[config.mk]
export PLATFORM = sky130hd
export DESIGN_NAME = operand_sequencer
export DESIGN_NICKNAME = d
export VERILOG_FILES = /design/src/rtl/operand_sequencer.sv
export SDC_FILE = /design/constraint.sdc
export NUM_CORES = 1
export LEC_CHECK = 0
export CORE_UTILIZATION = 38
export DETAILED_ROUTE_END_ITERATION = 7
export PLACE_DENSITY = 0.7
export SYNTH_ARGS = -nofsm -noshare
export SYNTH_HDL_FRONTEND = slang
export SYNTH_SLANG_ARGS = --single-unit
export TNS_END_PERCENT = 1
[constraint.sdc]
create_clock -name clk -period 1.3 [get_ports clk]
set_input_delay 0.13 -clock clk [delete_from_list [all_inputs] [get_ports clk]]
set_output_delay 0.13 -clock clk [all_outputs]
set_load 0.02 [all_outputs]
[src/rtl/operand_sequencer.sv]
// operand_sequencer: collects operand A, then operand B, from one shared byte
// stream. It presents the pair as registered op_a/op_b behind a valid/ready
// handshake and counts how many pairs downstream has consumed.
module operand_sequencer #(
    parameter int WIDTH     = 8,
    parameter int CNT_WIDTH = 8
) (
    input  logic                 clk,
    input  logic                 rst,
    input  logic [WIDTH-1:0]     in_data,
    input  logic                 in_valid,
    output logic                 in_ready,
    input  logic                 clear,
    output logic [WIDTH-1:0]     op_a,
    output logic [WIDTH-1:0]     op_b,
    output logic                 op_valid,
    input  logic                 out_ready,
    output logic                 expect_b,
    output logic [CNT_WIDTH-1:0] pair_count
);

    typedef enum logic [1:0] {
        S_A   = 2'd0,
        S_B   = 2'd1,
        S_OUT = 2'd2
    } state_t;

    state_t                 state_q, state_d;
    logic [WIDTH-1:0]       op_a_q, op_a_d;
    logic [WIDTH-1:0]       op_b_q, op_b_d;
    logic [CNT_WIDTH-1:0]   cnt_q, cnt_d;
    logic                   op_valid_q, op_valid_d;
    logic                   expect_b_q, expect_b_d;
    logic                   in_xfer;
    logic                   out_xfer;

    // The input is blocked while a finished pair is waiting and during clear.
    // This path depends only on state and clear, never on in_data.
    assign in_ready = (state_q != S_OUT) && !clear;
    assign in_xfer  = in_valid && in_ready;
    assign out_xfer = op_valid_q && out_ready;

    // Next-state, operand loads and pair counting.
    always_comb begin
        state_d = state_q;
        op_a_d  = op_a_q;
        op_b_d  = op_b_q;
        cnt_d   = cnt_q;
        case (state_q)
            S_A: begin
                if (in_xfer) begin
                    op_a_d  = in_data;
                    state_d = S_B;
                end
            end
            S_B: begin
                // An abort drops back to S_A without touching op_a; the stale
                // value is simply overwritten by the next A byte.
                if (clear) begin
                    state_d = S_A;
                end else if (in_xfer) begin
                    op_b_d  = in_data;
                    state_d = S_OUT;
                end
            end
            S_OUT: begin
                // clear is deliberately ignored here so a finished pair is
                // never lost.
                if (out_xfer) begin
                    cnt_d   = cnt_q + 1'b1;
                    state_d = S_A;
                end
            end
            default: state_d = S_A;
        endcase
        // Status flags are decoded from the next state so they come straight
        // out of flops.
        op_valid_d = (state_d == S_OUT);
        expect_b_d = (state_d == S_B);
    end

    // State, operand and counter registers with synchronous reset.
    always_ff @(posedge clk) begin
        if (rst) begin
            state_q    <= S_A;
            op_a_q     <= '0;
            op_b_q     <= '0;
            cnt_q      <= '0;
            op_valid_q <= 1'b0;
            expect_b_q <= 1'b0;
        end else begin
            state_q    <= state_d;
            op_a_q     <= op_a_d;
            op_b_q     <= op_b_d;
            cnt_q      <= cnt_d;
            op_valid_q <= op_valid_d;
            expect_b_q <= expect_b_d;
        end
    end

    assign op_a       = op_a_q;
    assign op_b       = op_b_q;
    assign op_valid   = op_valid_q;
    assign expect_b   = expect_b_q;
    assign pair_count = cnt_q;

endmodule

==> qor.txt, run 1 <==
CTS tree: done
Multi-input gate area: 567 um2
Critical path class: reg2out
CP max-delay cell: dfxtp_4
Ys Warns: 0
Fill cell count: 223
Switching power: 0.370 mW
Top Layer Used: met4
Max transition margin: 80.5%
Violated checks: negative setup slack
Worst setup EP type: output port
Worst r2r dst: pair_count[4]
Die Ht: 55.3 um
Die area: 3060 um2
Vias: 1046
Syn Area/Cell: 9.24 um2
Fin crit share: 102%
# DRC: 0
Worst-margin pin slew: 0.290 ns
DRT iter0 DRCs: 18
Hold Crit Start: in_data[3]
FF-to-FF setup slack: 0.02 ns
Synth Net Count: 131
Vias in the first global route: 966
Design area: 1710 um2
Worst Path Arrival: 1.20 ns
Crit start category: flop
Final slew viol count: 0
Crit path largest cell delay: 0.41 ns
Final min period: 1.33 ns
Top delay family on crit path: flip-flops
Worst min-delay path class: in2reg
FF+latch count, synth: 28
Combinational group share of total power: 11.3%
Final Util: 65.8%
First-pass GRT wire length: 4100 um
Initial antenna violation count: 0
Area Overhead vs Synth: 57.8%
Starting Density: 41.7%
Total track usage: 16.5%
DPL Wire Length: 1740 um
Hold Violations, Final: 0
Ports: 40
Sw Ratio: 22.5%
Post-DP Area: 1570 um2
Fmax: 0.752 GHz
Metal-1 WL: 1160 um
Clock Path Buffers: 2
Yosys cell types: 24
Clock skew: 0.0150 ns
Cell area after synthesis: 1080 um2
Final setup viols: 1
Hold-critical path depth: 3
CTS H-Tree Depth: 1
Clk slew on worst S/H paths: 0.16 ns
R2R depth: 3
Antenna viol nets, final: 0
Critical Path Stages: 3
Placer's final routability congestion estimate: 0.747
Most common cell after layout, fill and taps aside: dlygate4sd2_1
Reg2Reg Launch Point: state_q[0]
WP data required: 1.17 ns
Most frequent cells in the layout: dlygate4sd2_1 (25), dfxtp_1 (18), nand2_1 (16)
Sink Count: 28
Internal: 1.28 mW
Clock Latency Late Sink: 0.33 ns
Outcome: finished, violations left
Unrepaired setup endpoints after global routing: true
Critical path, cell by cell: nor2b_2 -> nor2_1 -> buf_4
Layout cells sized above 1: 25.4%
Post-DR vias/cell: 5.26
Leakage: 0.746 nW
CTS Hold Buffers Added: 0
Seq/Total Area, Yosys: 51.9%
Cell Rows: 18
Core area: 2590 um2
Hold EP: op_a[3]
Met3 WL: 169 um
Cts bufs inserted: 3
DR WL/cell: 13.6 um
Largest net degree at the start of global routing: 18
DR pass1 iterations: 4
FF/Latch Area: 583 um2
Root buffer cell: clkbuf_4
Met2 routed WL: 1330 um
Mapped Cells: 117
Diodes inserted: 0
Buf/Inv on CP: 1
Die width: 55.3 um
Final worst slack: -0.0290 ns
Max cap viols: 0
Clock power share: 34.8%
Total global routing overflow: 0
Sequential Power Share: 53.9%
Peak supply drop: 0.000646 V
Fin nets: 184
Crit Path Max Fanout: 6
PwrDens: 967 nW/um2
IO Port Bufs: 39
Drt total wl: 2710 um
==> metrics by stage <==
stage	hold slack (ns)	power [mW]	instances	setup WS [ns]	setup TNS [ns]
floorplan	0.209	0.986	117	-0.00921	-0.0184
global placement	0.441	1.09	191	-0.305	-5.86
detailed placement	0.446	1.10	191	-0.330	-6.43
CTS	0.344	1.66	195	-0.136	-1.10
global route	0.347	1.71	199	-0.0963	-0.278
finish	0.359	1.65	199	-0.0290	-0.0290
==> worst register-to-register path: stages (launching register included) <==
cell,delay (ns)
dfxtp_4,0.40
nand4b_4,0.20
or4_1,0.49
a21oi_1,0.14
==> synthesized netlist by cell type (all sizes together) <==
master | instances | share of area, %
dfxtp | 28 | 52
inv | 2 | 0.69
mux2i | 9 | 8.3
or4 | 4 | 2.8
xor2 | 1 | 0.81
nand4 | 1 | 0.58
nor2 | 13 | 4.5
a21oi | 15 | 6.9
or3 | 2 | 1.2
o31ai | 4 | 2.8
buf | 2 | 1.2
nand3 | 2 | 0.93
clkbuf | 4 | 1.4
nor2b | 1 | 0.58
o21ai | 2 | 0.93
nor4 | 2 | 1.2
nand4b | 1 | 1.4
and4bb | 1 | 1.2
xnor2 | 1 | 0.81
nor4b | 1 | 1.4
nand2 | 19 | 6.6
ha | 1 | 1.2
or4b | 1 | 0.93
==> sequential cells by signal (all words and copies together) (netlist names) <==
register and cells:
expect_b 1, op_a 8, op_b 8, op_valid 1
pair_count 8, state_q 2
==> how the worst max path moves through the flow <==
| stage | startpoint | to | slack, ns |
|---|---|---|---|
| 3_5_place_dp | out_ready | pair_count[7] | -0.33 |
| 6_report | state_q[1] | in_ready | -0.03 |
| 2_1_floorplan | pair_count[2] | pair_count[5] | -0.009 |
| 5_1_grt | state_q[1] | in_ready | -0.1 |
| 3_3_place_gp | out_ready | pair_count[6] | -0.30 |
| 4_1_cts | state_q[1] | in_ready | -0.14 |
==> routing by layer <==
metal  up-vias  GRT usage [%]
li1        519              -
met4         0           5.36
met1       481           21.0
met5         -              0
met2        42           27.4
met3         4           3.98
==> kinds of logic after synthesis <==
logic type / Yosys count / synth area share (%)
AND/OR/NAND/NOR: 48 / 23.1
XOR/XNOR: 2 / 1.62
multiplexers: 9 / 8.33
flip-flops: 28 / 51.9
AO/OA/AOI/OAI: 21 / 10.6
adder cells (fa/ha/maj): 1 / 1.16
buffers and inverters: 8 / 3.24
==> final cells by class <==
| class | instances | area share, % |
|---|---|---|
| clock buffers | 3 | 1.32 |
| clock inverters | 1 | 1.76 |
| inverters | 2 | 0.440 |
| multi-input cells | 83 | 33.2 |
| flip-flops and latches | 28 | 34.2 |
| well taps | 30 | 2.20 |
| repair buffers | 52 | 26.9 |
==> power groups by stage <==
stage,combinational [mW],clock [mW],sequential [mW]
after global placement,0.184,0,0.908
after CTS,0.174,0.592,0.892
after global routing,0.202,0.621,0.892
after floorplan,0.0552,0,0.931
final,0.186,0.575,0.888
after detailed placement,0.185,0,0.910
==> timing repair <==
item                                   in CTS  in global routing
setup buffers                               0                  2
endpoints found under the hold margin       0                  0
setup endpoints to repair                  49                 26
resized for setup                          31                 26
pin swaps                                   0                 10
cloned                                      0                  2
(Power assumes the default switching activity.)
==> run 2: changes to the inputs <==
--- a/config.mk
+++ b/config.mk
@@ -5,9 +5,10 @@
 export SDC_FILE = /design/constraint.sdc
 export NUM_CORES = 1
 export LEC_CHECK = 0
-export CORE_UTILIZATION = 38
+export CORE_UTILIZATION = 40
+export CTS_BUF_LIST = sky130_fd_sc_hd__clkbuf_8
 export DETAILED_ROUTE_END_ITERATION = 7
-export PLACE_DENSITY = 0.7
+export PLACE_DENSITY = 0.73
 export SYNTH_ARGS = -nofsm -noshare
 export SYNTH_HDL_FRONTEND = slang
 export SYNTH_SLANG_ARGS = --single-unit
==> qor.txt, run 2 (synthesis gave the netlist of run 1 again) <==
Antenna viol nets, final: 0 (unchanged)
Clock skew: 0.00648 ns (was 0.0150 ns)
Clock Path Buffers: 2 (unchanged)
Switching power: 0.389 mW (was 0.370 mW)
Crit path largest cell delay: 0.54 ns (was 0.41 ns)
Ports: 40 (unchanged)
Critical Path Stages: 3 (unchanged)
Diodes inserted: 0 (unchanged)
Vias: 1008 (was 1046)
Area Overhead vs Synth: 53.1% (was 57.8%)
R2R depth: 3 (unchanged)
Total track usage: 18.5% (was 16.5%)
Fin crit share: 102% (about the same)
# DRC: 0 (unchanged)
Fin nets: 182 (was 184)
Initial antenna violation count: 0 (unchanged)
Total global routing overflow: 0 (unchanged)
Starting Density: 42.9% (was 41.7%)
Core area: 2520 um2 (was 2590 um2)
DPL Wire Length: 1790 um (was 1740 um)
Drt total wl: 2460 um (was 2710 um)
Clk slew on worst S/H paths: 0.10 ns (was 0.16 ns)
Clock Latency Late Sink: 0.28 ns (was 0.33 ns)
Die Ht: 54.0 um (was 55.3 um)
Vias in the first global route: 916 (was 966)
Final worst slack: -0.0315 ns (was -0.0290 ns)
Critical path class: reg2reg (was reg2out)
Die area: 2910 um2 (was 3060 um2)
Worst setup EP type: flop (was output port)
DR pass1 iterations: 4 (unchanged)
Sw Ratio: 22.0% (was 22.5%)
Placer's final routability congestion estimate: 0.745 (was 0.747)
Sink Count: 28 (unchanged)
Most frequent cells in the layout: dlygate4sd2_1 (26), dfxtp_1 (23), nand2_1 (19), nor2_1 (13), buf_4 (13) (was dlygate4sd2_1 (25), dfxtp_1 (18), nand2_1 (16))
Critical path, cell by cell: nand4b_4 -> or4_4 -> a21oi_1 (was nor2b_2 -> nor2_1 -> buf_4)
Hold-critical path depth: 3 (unchanged)
Crit start category: flop (unchanged)
Cell Rows: 18 (unchanged)
Worst min-delay path class: in2reg (unchanged)
Die width: 54.0 um (was 55.3 um)
Largest net degree at the start of global routing: 17 (was 18)
Hold Violations, Final: 0 (unchanged)
Peak supply drop: 0.000847 V (was 0.000646 V)
Internal: 1.38 mW (was 1.28 mW)
Top delay family on crit path: simple AND/OR/NAND/NOR gates (was flip-flops)
Final Power: 1.77 mW (was 1.65 mW)
Combinational group share of total power: 10.1% (was 11.3%)
Hold WS: 0.419 ns (was 0.359 ns)
Sequential Power Share: 50.3% (was 53.9%)
FF-to-FF setup slack: -0.03 ns (was 0.02 ns)
Final min period: 1.33 ns (about the same)
CTS H-Tree Depth: 1 (unchanged)
WP data required: 1.52 ns (was 1.17 ns)
Unrepaired setup endpoints after global routing: true (unchanged)
Most common cell after layout, fill and taps aside: dlygate4sd2_1 (unchanged)
Crit Path Max Fanout: 8 (was 6)
CP max-delay cell: or4_4 (was dfxtp_4)
Final slew viol count: 0 (unchanged)
CTS tree: done (unchanged)
Post-DR vias/cell: 5.12 (was 5.26)
Root buffer cell: clkbuf_8 (was clkbuf_4)
Max transition margin: 82.3% (was 80.5%)
Outcome: finished, violations left (unchanged)
Buf/Inv on CP: 0 (was 1)
Final Util: 65.6% (was 65.8%)
DR WL/cell: 12.5 um (was 13.6 um)
PwrDens: 1070 nW/um2 (was 967 nW/um2)
Post-CTS setup buffer count: 0 (unchanged)
Layout cells sized above 1: 19.2% (was 25.4%)
Violated checks: negative setup slack (unchanged)
Worst Path Arrival: 1.55 ns (was 1.20 ns)
Fmax: 0.751 GHz (was 0.752 GHz)
Leakage: 0.731 nW (was 0.746 nW)
Worst-margin pin slew: 0.264 ns (was 0.290 ns)
Max cap viols: 0 (unchanged)
First-pass GRT wire length: 3860 um (was 4100 um)
DP Worst Slack: -0.298 ns (was -0.330 ns)
DRT iter0 DRCs: 14 (was 18)
IO Port Bufs: 39 (unchanged)
Clock power share: 39.6% (was 34.8%)
Cts bufs inserted: 3 (unchanged)
Final setup viols: 3 (was 1)
-- run 2: cell types whose count changed in the layout (fill, tap and decap cells not counted), sizes merged --
cell	change
clkdlybuf4s15	-1
nand4b	-1
dlygate4sd2	+1
clkbuf	+1
buf	-1
and4bb	-1
-- run 2: power groups by stage --
| stage | registers [mW] | logic (mW) | clock network [mW] |
|---|---|---|---|
| final | 0.889 | 0.179 | 0.701 |
| after global routing | 0.892 | 0.195 | 0.734 |
| after CTS | 0.890 | 0.176 | 0.698 |
| after detailed placement | 0.909 | 0.187 | 0 |
| after global placement | 0.908 | 0.184 | 0 |
| after floorplan | 0.931 | 0.0552 | 0 |
-- run 2: cell type report --
type / count / area (um2)
inverter: 2 / 7.51
tap: 30 / 37.5
fill: 230 / 867
multi-input combinational: 81 / 519
sequential: 28 / 569
clock inverter: 1 / 30.0
clock buffer: 3 / 41.3
timing repair buffer: 52 / 450
-- run 2: per-stage QoR --
stage	cells	setup TNS, ns	area [um2]
final	197	-0.0419	1660
after global routing	197	-0.597	1660
after CTS	197	-0.408	1640
after detailed placement	193	-6.31	1580
after global placement	193	-5.63	1580
after floorplan	117	-0.0184	1080
-- run 2: routing by layer --
layer	GRT usage [%]	part of all wire, %	vias up
met1	21.8	44	463
met4	5.13	0.85	0
met5	0	0	-
met2	31.5	48	37
met3	6.50	7.5	2
li1	-	-	506
-- run 2: final timing paths --
kind | from | to
min reg2reg | op_a[5] | op_a[5]
max reg2reg | state_q[0] | pair_count[5]
max | state_q[0] | pair_count[5]
min | in_data[1] | op_a[1]
-- run 2: worst reg2reg max path: stages (launching register included) --
cell and delay, ns:
dfxtp_4 0.38, nand4b_4 0.21, or4_4 0.54, a21oi_1 0.15
-- run 2: timing repair --
action / 4_1_cts / 5_1_grt
pin swaps: 0 / 2
hold buffers: 0 / 0
gates resized for setup: 31 / 9
setup endpoints to repair: 49 / 22
